<file path="src/rtl/unary_add_pkg.sv">
// unary_add_pkg: shared states, phase lengths and digit clamp for the unary BCD adder sequencer.
package unary_add_pkg;
   typedef enum logic [2:0] {IDLE, FLUSH, FDRAIN, READ, WRITE, DRAIN, DONE} state_t;
   localparam int DIGIT_MAX = 9;
   localparam int READ_LEN  = 10;
   localparam int WRITE_LEN = 9;
   localparam int FLUSH_LEN = 9;
   function automatic logic [3:0] clamp(input logic [3:0] d);
      return d > 4'(DIGIT_MAX) ? 4'(DIGIT_MAX) : d;
   endfunction
endpackage

</file>
<file path="src/rtl/unary_pulse_cnt.sv">
// unary_pulse_cnt: counts adder dout pulses while sampling is enabled, with synchronous clear.
module unary_pulse_cnt (
   input  logic       clk,
   input  logic       rst_n,
   input  logic       clr,
   input  logic       en,
   input  logic       pulse,
   output logic [3:0] cnt
);
   always_ff @(posedge clk or negedge rst_n)
      if (!rst_n) cnt <= '0;
      else if (clr) cnt <= '0;
      else if (en && pulse) cnt <= cnt + 4'd1;
endmodule

</file>
<file path="src/rtl/unary_bcd_add_ctrl.sv">
// unary_bcd_add_ctrl: multi-digit BCD add, LSD first, by time-sharing one external mod-10 unary adder.
module unary_bcd_add_ctrl
   import unary_add_pkg::*;
#(
   parameter int NDIG = 4
) (
   input  logic              clk,
   input  logic              rst_n,
   input  logic              start,
   input  logic [4*NDIG-1:0] a_bcd,
   input  logic [4*NDIG-1:0] b_bcd,
   input  logic              cin,
   output logic              busy,
   output logic              done,
   output logic [4*NDIG-1:0] sum_bcd,
   output logic              cout,
   output logic              bad_digit,
   output logic              ua_A,
   output logic              ua_B,
   output logic              ua_en,
   output logic              ua_rw,
   input  logic              ua_dout,
   input  logic              ua_C
);
   localparam int KW = NDIG > 1 ? $clog2(NDIG) : 1;
   state_t state, state_n;
   logic [3:0] ph, cnt;
   logic [KW-1:0] k;
   logic [NDIG-1:0][3:0] a_l, b_l, sum_q;
   logic [4:0] a_lim;
   logic cin_l, carry, carry_in, last, last_dig, bad_in;
   assign last = state == FLUSH ? ph == 4'(FLUSH_LEN - 1) :
                 state == READ  ? ph == 4'(READ_LEN - 1)  : ph == 4'(WRITE_LEN - 1);
   assign last_dig = k == KW'(NDIG - 1);
   // the incoming carry rides on the A train as one extra pulse
   assign a_lim = {1'b0, a_l[k]} + {4'b0, carry_in};
   assign busy = state != IDLE;
   assign done = state == DONE;
   assign ua_en = state inside {FLUSH, READ, WRITE};
   assign ua_rw = state inside {FLUSH, WRITE};
   assign ua_A = state == READ && {1'b0, ph} < a_lim;
   assign ua_B = state == READ && ph < b_l[k];
   assign sum_bcd = sum_q;
   always_comb begin
      bad_in = 1'b0;
      for (int i = 0; i < NDIG; i++)
         bad_in = bad_in | (a_bcd[4*i +: 4] > 4'(DIGIT_MAX)) | (b_bcd[4*i +: 4] > 4'(DIGIT_MAX));
   end
   always_comb begin
      state_n = state;
      unique case (state)
         IDLE:    state_n = start ? FLUSH : IDLE;
         FLUSH:   state_n = last ? FDRAIN : FLUSH;
         FDRAIN:  state_n = READ;
         READ:    state_n = last ? WRITE : READ;
         WRITE:   state_n = last ? DRAIN : WRITE;
         DRAIN:   state_n = last_dig ? DONE : READ;
         default: state_n = IDLE;
      endcase
   end
   always_ff @(posedge clk or negedge rst_n)
      if (!rst_n) begin
         state <= IDLE;
         ph <= '0;
         k <= '0;
         a_l <= '0;
         b_l <= '0;
         sum_q <= '0;
         cin_l <= 1'b0;
         carry <= 1'b0;
         carry_in <= 1'b0;
         cout <= 1'b0;
         bad_digit <= 1'b0;
      end else begin
         state <= state_n;
         ph <= (state_n != state || !ua_en) ? 4'd0 : ph + 4'd1;
         if (state == IDLE && start) begin
            for (int i = 0; i < NDIG; i++) begin
               a_l[i] <= clamp(a_bcd[4*i +: 4]);
               b_l[i] <= clamp(b_bcd[4*i +: 4]);
            end
            cin_l <= cin;
            bad_digit <= bad_in;
         end
         if (state == FDRAIN) begin
            k <= '0;
            carry_in <= cin_l;
            carry <= 1'b0;
         end
         // ua_C is registered in the adder, so the wrap of the last READ cycle shows in WRITE w=0
         if ((state == READ && ph != 4'd0) || (state == WRITE && ph == 4'd0))
            carry <= carry | ua_C;
         if (state == DRAIN) begin
            sum_q[k] <= cnt + {3'b0, ua_dout};
            if (last_dig) cout <= carry;
            else begin
               k <= k + KW'(1);
               carry_in <= carry;
               carry <= 1'b0;
            end
         end
      end
   unary_pulse_cnt u_cnt (
      .clk   (clk),
      .rst_n (rst_n),
      .clr   (state == DRAIN),
      .en    (state == WRITE && ph != 4'd0),
      .pulse (ua_dout),
      .cnt   (cnt)
   );
endmodule

</file>
<file path="config.mk">
export PLATFORM = sky130hd
export DESIGN_NAME = unary_bcd_add_ctrl
export DESIGN_NICKNAME = d
export VERILOG_FILES = /design/src/rtl/unary_add_pkg.sv /design/src/rtl/unary_pulse_cnt.sv /design/src/rtl/unary_bcd_add_ctrl.sv
export SDC_FILE = /design/constraint.sdc
export NUM_CORES = 1
export LEC_CHECK = 0
export ABC_AREA = 1
export CAP_MARGIN = 20
export CORE_MARGIN = 4
export CORE_UTILIZATION = 52
export CTS_CLUSTER_DIAMETER = 100
export CTS_CLUSTER_SIZE = 8
export DETAILED_ROUTE_END_ITERATION = 8
export GPL_ROUTABILITY_DRIVEN = 0
export PLACE_DENSITY = 0.79
export SYNTH_ARGS = -nofsm -noshare
export SYNTH_HDL_FRONTEND = slang
export SYNTH_HIERARCHICAL = 1
export SYNTH_SLANG_ARGS = --single-unit
export TNS_END_PERCENT = 5
</file>
<file path="constraint.sdc">
create_clock -name clk -period 8.25 [get_ports clk]
set_input_delay 2.0625 -clock clk [delete_from_list [all_inputs] [get_ports clk]]
set_output_delay 2.0625 -clock clk [all_outputs]
set_load 0.005 [all_outputs]
</file>
Word-level counts from Yosys, hierarchy flattened
Index checks and enable logic that the tools add are counted.

Bits in registers: 66. Input bits: 38. Output and inout port bits: 24. Logic and storage cells: 111.

Add/sub/neg operators: 5. Magnitude comparators: 12. Equality and inequality tests: 10. Multiplexer cells: 36. Bitwise operators: 8. Reduce and logical (&&, ||, !) cells: 19.

Operator list (count): 4-bit two-way mux (14); 4-bit > comparator, second input constant (8); 3-bit one-hot mux with 6 select lines (1); 4-bit binary-select mux with 2-bit select (2); 16-bit bitwise mux (1); 1-bit two-way mux (11); 3-bit == test, second input constant (3); 4-bit by 1-bit adder with 4-bit output, second input constant (2); 4-bit demux with 2-bit select (1); 4-bit == test, second input constant (2); 1-bit logical AND (8); 2-bit two-way mux (4); 1-bit OR (8); 3-bit by 2-bit == test with 1-bit output, second input constant (2); 3-bit two-way mux (2); 3-bit nonzero test (2); 4-bit by 1-bit adder with 5-bit output (1); 4-bit by 5-bit less-than comparator with 1-bit output (1); 4-bit by 1-bit adder with 4-bit output (1); 4-bit zero test (1); 4-bit less-than comparator (1); 2-bit nonzero test (2); 4-bit nonzero test (1); 3-bit by 1-bit == test with 1-bit output, second input constant (1); 9 further kinds (10).

Logic depth before layout (Yosys ltp)
Gate-level depths: netlist of the first run.

Depth after elaboration: 8. Mapped depth: 14. Mapped depth without buffers: 12.

Modules after synthesis
Netlist of the first run, hierarchy kept.

By module, submodules not included: unary_bcd_add_ctrl (times used 1, cells an instance 382, area each 3181.8 µm², sequential area each 1551.5 µm²); unary_pulse_cnt (times used 1, cells an instance 27, area each 212.7 µm², sequential area each 100.1 µm²).

Worst setup path before layout of the first run
OpenSTA, ideal clock, no wires.

Path kind: flip-flop to output port. Start: reg k[0]. End: out ua_A. Arrival: 2.189 ns. Required time: 6.188 ns. Path slack: 3.999 ns. Stages on the path, launching flop included: 15. Buffers on the path: 3. Cell sequence: dfrtp_1 > buf_2 > buf_2 > buf_2 > nor2_1 > o22ai_1 > ha_1 > ha_1 > inv_1 > ha_1 > a21oi_1 > o21bai_1 > nand2_1 > nand2_1 > a21oi_1.

Longest elaborated chain between the ends: 5.

Ends and longest elaborated chain: from (decl) (line unary_bcd_add_ctrl.sv:28) `logic [KW-1:0] k;`; from (signal assigned) (line unary_bcd_add_ctrl.sv:97) `k <= k + KW'(1);`; 4-bit binary-select mux with 2-bit select (line unary_bcd_add_ctrl.sv:36) `assign a_lim = {1'b0, a_l[k]} + {4'b0, carry_in};`; 4-bit two-way mux (implied by the code) (line unary_bcd_add_ctrl.sv:36); 4-bit by 1-bit adder with 5-bit output (line unary_bcd_add_ctrl.sv:36); 4-bit by 5-bit less-than comparator with 1-bit output (line unary_bcd_add_ctrl.sv:41) `assign ua_A = state == READ && {1'b0, ph} < a_lim;`; 1-bit logical AND (line unary_bcd_add_ctrl.sv:41); to (decl) (line unary_bcd_add_ctrl.sv:18) `output logic ua_A,`.

No other way between the ends. The select of a mux whose other input is x is not followed.

Worst setup path in the final report of the first run
Same ends and word-level chain as after synthesis.

==> results of run 1 <==
[metrics by stage]
stage                     setup slack (ns)  std cells  hold slack, ns  utilization
after floorplan                       4.00        409           0.444            -
after global placement                2.88        539           0.463        0.639
after detailed placement              2.76        539           0.467        0.639
after CTS                             2.38        555           0.485        0.668
after global routing                  2.05        555           0.495        0.668
final                                 2.38        555           0.481        0.668
[report_power, final]
part           switching (mW)  internal (mW)  leakage, nW
Combinational          0.0341         0.0384         1.28
Clock                   0.117          0.133       0.0965
Sequential            0.00946          0.335        0.750
Total                   0.160          0.507         2.12
[synthesized netlist by cell type]
cell type	n	area (sq um)
a21oi_1	25	125
nor2_1	34	128
clkinv_1	2	7.51
xnor2_1	2	17.5
or2_1	1	6.26
o22ai_1	2	12.5
dfrtp_1	66	1650
clkbuf_1	2	7.51
nand3_1	23	115
inv_1	47	176
nor2_2	1	6.26
nand3_2	2	20.0
o21a_1	8	60.1
a31oi_1	1	6.26
nand4_1	1	6.26
ha_1	18	225
inv_2	3	11.3
o21bai_1	1	7.51
nor2_4	2	22.5
a221oi_1	1	8.76
buf_2	6	30.0
nand2_1	98	368
xor2_1	4	35.0
buf_4	1	7.51
a22o_1	10	87.6
o21ai_1	1	5.00
o21ai_0	39	195
nand2_2	4	25.0
nor3_1	4	20.0
[logic make-up (layout without fill, tap and decap cells)]
| family | count (synthesis) | in the layout | share of synthesized area |
|---|---|---|---|
| simple gates | 170 | 170 | 0.211 |
| fa+ha+maj | 18 | 18 | 0.0663 |
| flops | 66 | 66 | 0.487 |
| buf+inv | 61 | 130 | 0.0708 |
| compound gates | 88 | 88 | 0.150 |
| xor+xnor | 6 | 6 | 0.0155 |
[flip-flops by register name, indices dropped and copies added (netlist names)]
name / cells
a_l: 16
b_l: 16
sum_bcd: 16
ph: 4
u_cnt/cnt: 4
state: 3
k: 2
bad_digit: 1
carry: 1
carry_in: 1
cin_l: 1
cout: 1
[routing by layer]
metal,vias to the layer above,track usage,part of all wire
li1,1467,-,-
met1,1384,0.244,0.44
met2,98,0.350,0.48
met3,16,0.0317,0.058
met4,0,0.109,0.028
met5,-,0,0
[final timing paths]
kind / from / end / slack (ns)
max in group asynchronous: rst_n / a_l[5]$_DFFE_PN0P_ / 5.79
min in group asynchronous: rst_n / state[1]$_DFF_PN0_ / 1.87
setup reg to reg: state[0]$_DFF_PN0_ / ph[2]$_DFF_PN0_ / 5.85
setup / recovery: k[0]$_DFF_PN0_ / ua_A / 2.38
hold reg to reg: cout$_DFFE_PN0P_ / cout$_DFFE_PN0P_ / 0.48
hold / removal: cout$_DFFE_PN0P_ / cout$_DFFE_PN0P_ / 0.48
[cell type report]
class                           count  area [sq um]
Sequential cell                    66          1650
Inverter                           52           195
Tap cell                           77          96.3
Clock buffer                       14           173
Timing Repair Buffer               62           613
Clock inverter                      2          10.0
Fill cell                         510          2110
Multi-Input combinational cell    282          1500
[critical path: stages (launching register included)]
cell	delay, ns
dfrtp_1	0.83
clkinv_1	0.46
o21ai_0	0.26
o22ai_1	0.09
ha_1	0.20
ha_1	0.28
inv_1	0.04
ha_1	0.26
a21oi_1	0.18
o21bai_1	0.08
nand2_1	0.06
nand2_1	0.05
a21oi_1	0.14
clkdlybuf4s50_1	0.53
==> impl_metrics.toml, run 1 <==
[clocking]
cts_setup_buffers = 0
clockBufferDepth = 2
cts_tree = "done"
cts.repair.resized = 0
hold_buffers = 0
cts-root-buf = "clkbuf_8"
clk_pin_slew_ns = 0.07
clock_sinks = 66
clk_latency_ns = 0.34
cts_buffers = 9
htree_levels = 3

[final_layout]
final_area_sq_mm = 0.00424
mostFrequentLayoutCells = "98 x nand2_1, 66 x dfrtp_1, 60 x clkdlybuf4s50_1"
layout-drive-gt1-share = 0.0586
antenna_cells = 0
num-nets-final = 529
synthToLayoutAreaGrowth_pct = 25.0
layout_commonest_cell = "nand2_1"

[synthesis]
syn_inst = 409
yosysWarnings = 6
synth.cell_area_sq_mm = 0.00339
yosys.cell_types.count = 29
synth-seq-area-share = 0.487
syn_area_per_cell_sq_um = 8.30
syn_nets = 465
ys_ff_latch = 66

[sta]
max-slew-margin-rel = 0.446
fmax_mhz = 170
slew_violations = 0
setup-tns-final_ns = 0
period_share = 0.711
worstMarginPinSlew_ns = 0.831
final.min_clock_period_ns = 5.87
rsz0062_at_grt = "false"
clock_skew_ns = 0.00945
setup_violations = 0
hold_violations = 0

[global_route]
overflow = 0
grt_usage = 0.203
grt_pass1_vias = 2821
grt_max_degree = 67
grt_antenna_before_repair = 0
grt_first_pass_wirelength_mm = 12.3

[drt]
drc_errors = 0
avgViaCountPerCell = 5.34
wl_mm = 7.55
wl_per_cell_um = 13.6
firstDrtPassIters = 5
first_iter_violations = 131
via_count = 2965
ant_nets = 0

[critical_path]
end_kind = "output port"
cp_max_fo = 29
cp.required_ns = 6.19
critPathKind = "register to output port"
r2r.worst_path.cells = 7
crit_path_start_kind = "register"
critPathArrivalTime_ns = 3.81

[pwr]
power_leakage_nw = 2.12
power_density_mw_per_mm2 = 157
vdd_ir_drop_max_uv = 120
totalPowerFinal_uw = 667

[min_path]
holdPathStages = 2
holdCritPathClass = "register to register"

[flow_run]
maxCapViolations = 0

[floorplan]
top_level_ports = 62
core_area_sq_mm = 0.00635
dieArea_sq_mm = 0.00788
die_h_um = 88.8
rows = 29
start_util = 0.535
die_w_um = 88.8

[outcome]
status = "complete, no violations"

[placed_design]
postPlaceCellArea_sq_mm = 0.00406
place_hpwl_mm = 5.52
port_buffers = 61
(Power assumes the default switching activity.)
==> run 2: changes to the inputs <==
--- a/config.mk
+++ b/config.mk
@@ -8,12 +8,12 @@
 export ABC_AREA = 1
 export CAP_MARGIN = 20
 export CORE_MARGIN = 4
-export CORE_UTILIZATION = 52
+export CORE_UTILIZATION = 47
 export CTS_CLUSTER_DIAMETER = 100
 export CTS_CLUSTER_SIZE = 8
 export DETAILED_ROUTE_END_ITERATION = 8
 export GPL_ROUTABILITY_DRIVEN = 0
-export PLACE_DENSITY = 0.79
+export PLACE_DENSITY = 0.76
 export SYNTH_ARGS = -nofsm -noshare
 export SYNTH_HDL_FRONTEND = slang
 export SYNTH_HIERARCHICAL = 1
==> constraint.sdc (replaced) <==
create_clock -name clk -period 4.75 [get_ports clk]
set_input_delay 1.1875 -clock clk [delete_from_list [all_inputs] [get_ports clk]]
set_output_delay 1.1875 -clock clk [all_outputs]
set_load 0.005 [all_outputs]
==> impl_metrics.toml, run 2 (synthesized netlist as in run 1, its figures left out) <==
[outcome]
status = "complete, no violations"

[floorplan]
rows = 30
core_area_sq_mm = 0.00691
top_level_ports = 62
die_h_um = 93.0
dieArea_sq_mm = 0.00865
start_util = 0.491
die_w_um = 93.0

[global_route]
overflow = 0
grt_pass1_vias = 2869
grt_usage = 0.189
busiest_layer = "met2"
met3_usage = 0.0394
met1_usage = 0.239
grt_first_pass_wirelength_mm = 13.0
grt_max_degree = 35
grt_use_met2 = 0.320
grt_antenna_before_repair = 0

[drt]
firstDrtPassIters = 5
wl_per_cell_um = 13.2
first_iter_violations = 91
drc_errors = 0
avgViaCountPerCell = 5.06
via_count = 2916
wl_mm = 7.63
ant_nets = 0

[clocking]
cts_setup_buffers = 0
cts_buffers = 9
clock_sinks = 66
cts-root-buf = "clkbuf_8"
clk_latency_ns = 0.34
clk_pin_slew_ns = 0.07
cts_tree = "done"
htree_levels = 3
clockBufferDepth = 2

[flow_run]
maxCapViolations = 0

[final_layout]
num-nets-final = 531
layout_commonest_cell = "nand2_1"
antenna_cells = 0
synthToLayoutAreaGrowth_pct = 26.5
final-seq-area_sq_mm = 0.00165
layout-drive-gt1-share = 0.0708
multi_input_area_sq_mm = 0.00150
mostFrequentLayoutCells = "98 x nand2_1, 64 x dfrtp_1, 60 x clkdlybuf4s50_1"
fillerInstances = 623

[min_path]
holdCritPathClass = "register to register"

[placed_design]
place_hpwl_mm = 5.89
port_buffers = 61
pre_cts_ws_ns = 0.408

[sta]
worstMarginPinSlew_ns = 0.753
fin_ws_ns = 0.266
clock_skew_ns = 0.00499
period_share = 0.944
setup_violations = 0
final.min_clock_period_ns = 4.48
max-slew-margin-rel = 0.498
setup-tns-final_ns = 0
slew_violations = 0
rsz0062_at_grt = "false"
hold_violations = 0
fmax_mhz = 223

[critical_path]
critPathArrivalTime_ns = 3.30
end_kind = "output port"
critPathKind = "register to output port"
cp_max_fo = 16
crit_path_start_kind = "register"
cpPeakStageDelay_ns = 0.55
cp.required_ns = 3.56
slowest_stage = "clkdlybuf4s50_1"
crit_chain = "clkinvlp_4 -> o21ai_0 -> o22ai_1 -> ha_1 -> ha_1 -> inv_1 -> ha_1 -> a21oi_1 -> o21bai_1 -> nand2_1 -> nand2_1 -> a21oi_1 -> clkdlybuf4s50_1"
cpMostUsedCell = "ha_1"

[pwr]
power_density_mw_per_mm2 = 274
vdd_ir_drop_max_uv = 145
power_leakage_nw = 2.12
## run 2: cell types whose count changed in the layout (fill, tap and decap cells not counted), sizes merged
cell | previous run | this run
buf | 2 | 4
bufinv | 0 | 1
clkbuf | 14 | 11
clkinv | 4 | 2
clkinvlp | 0 | 4
## run 2: layout make-up
type / count / share of cell area
Inverter: 52 / 0.0472
Clock buffer: 11 / 0.0306
Sequential cell: 66 / 0.385
Multi-Input combinational cell: 282 / 0.350
Timing Repair Buffer: 64 / 0.146
Clock inverter: 5 / 0.0128
Tap cell: 96 / 0.0280
## run 2: through the flow
step                utilization  power (mW)  hold slack, ns  instance area, sq um  std cells
floorplan                     -       0.654           0.444                  3390        409
global placement          0.593       0.734           0.462                  4100        560
detailed placement        0.593       0.739           0.464                  4100        560
CTS                       0.620        1.19           0.483                  4280        576
global route              0.622        1.23           0.508                  4290        576
finish                    0.622        1.18           0.479                  4290        576
## run 2: routing by layer
layer  vias to the layer above  wire length [um]
met4                         0               132
met5                         -                 0
met3                        12               367
met1                      1352              3380
met2                        78              3750
li1                       1474                 -
## run 2: worst paths after layout
kind | to | cells past startpoint | slack [ns] | startpoint
worst max register to register | ph[0]$_DFF_PN0_ | 9 | 2.79 | state[2]$_DFF_PN0_
max in group asynchronous | u_cnt/cnt[3]$_DFFE_PN0P_ | 2 | 2.94 | rst_n
worst max-delay path | ua_A | 13 | 0.27 | k[0]$_DFF_PN0_
worst min-delay path | sum_bcd[11]$_DFFE_PN0P_ | 2 | 0.48 | sum_bcd[11]$_DFFE_PN0P_
min in group asynchronous | state[2]$_DFF_PN0_ | 1 | 0.91 | rst_n
worst min register to register | sum_bcd[11]$_DFFE_PN0P_ | 2 | 0.48 | sum_bcd[11]$_DFFE_PN0P_
## run 2: worst max-delay path, delay by kind of cell, from the launching register on
kind / cells / cell delay, ns
flops: 1 / 0.53
simple gates: 2 / 0.10
fa+ha+maj: 3 / 0.74
compound gates: 5 / 0.76
buf+inv: 3 / 0.83
## run 2: where the power goes
| group | leakage (nW) | internal [mW] | switching, mW |
|---|---|---|---|
| registers | 0.748 | 0.582 | 0.0170 |
| logic | 1.28 | 0.0669 | 0.0601 |
| clock network | 0.0893 | 0.241 | 0.208 |
| total | 2.12 | 0.890 | 0.286 |
## run 2: repair_timing
action / CTS / global route
resized for setup: 0 / 4
endpoints found under the setup margin: 0 / 1
hold buffers: 0 / 0
hold endpoints to repair: 0 / 0
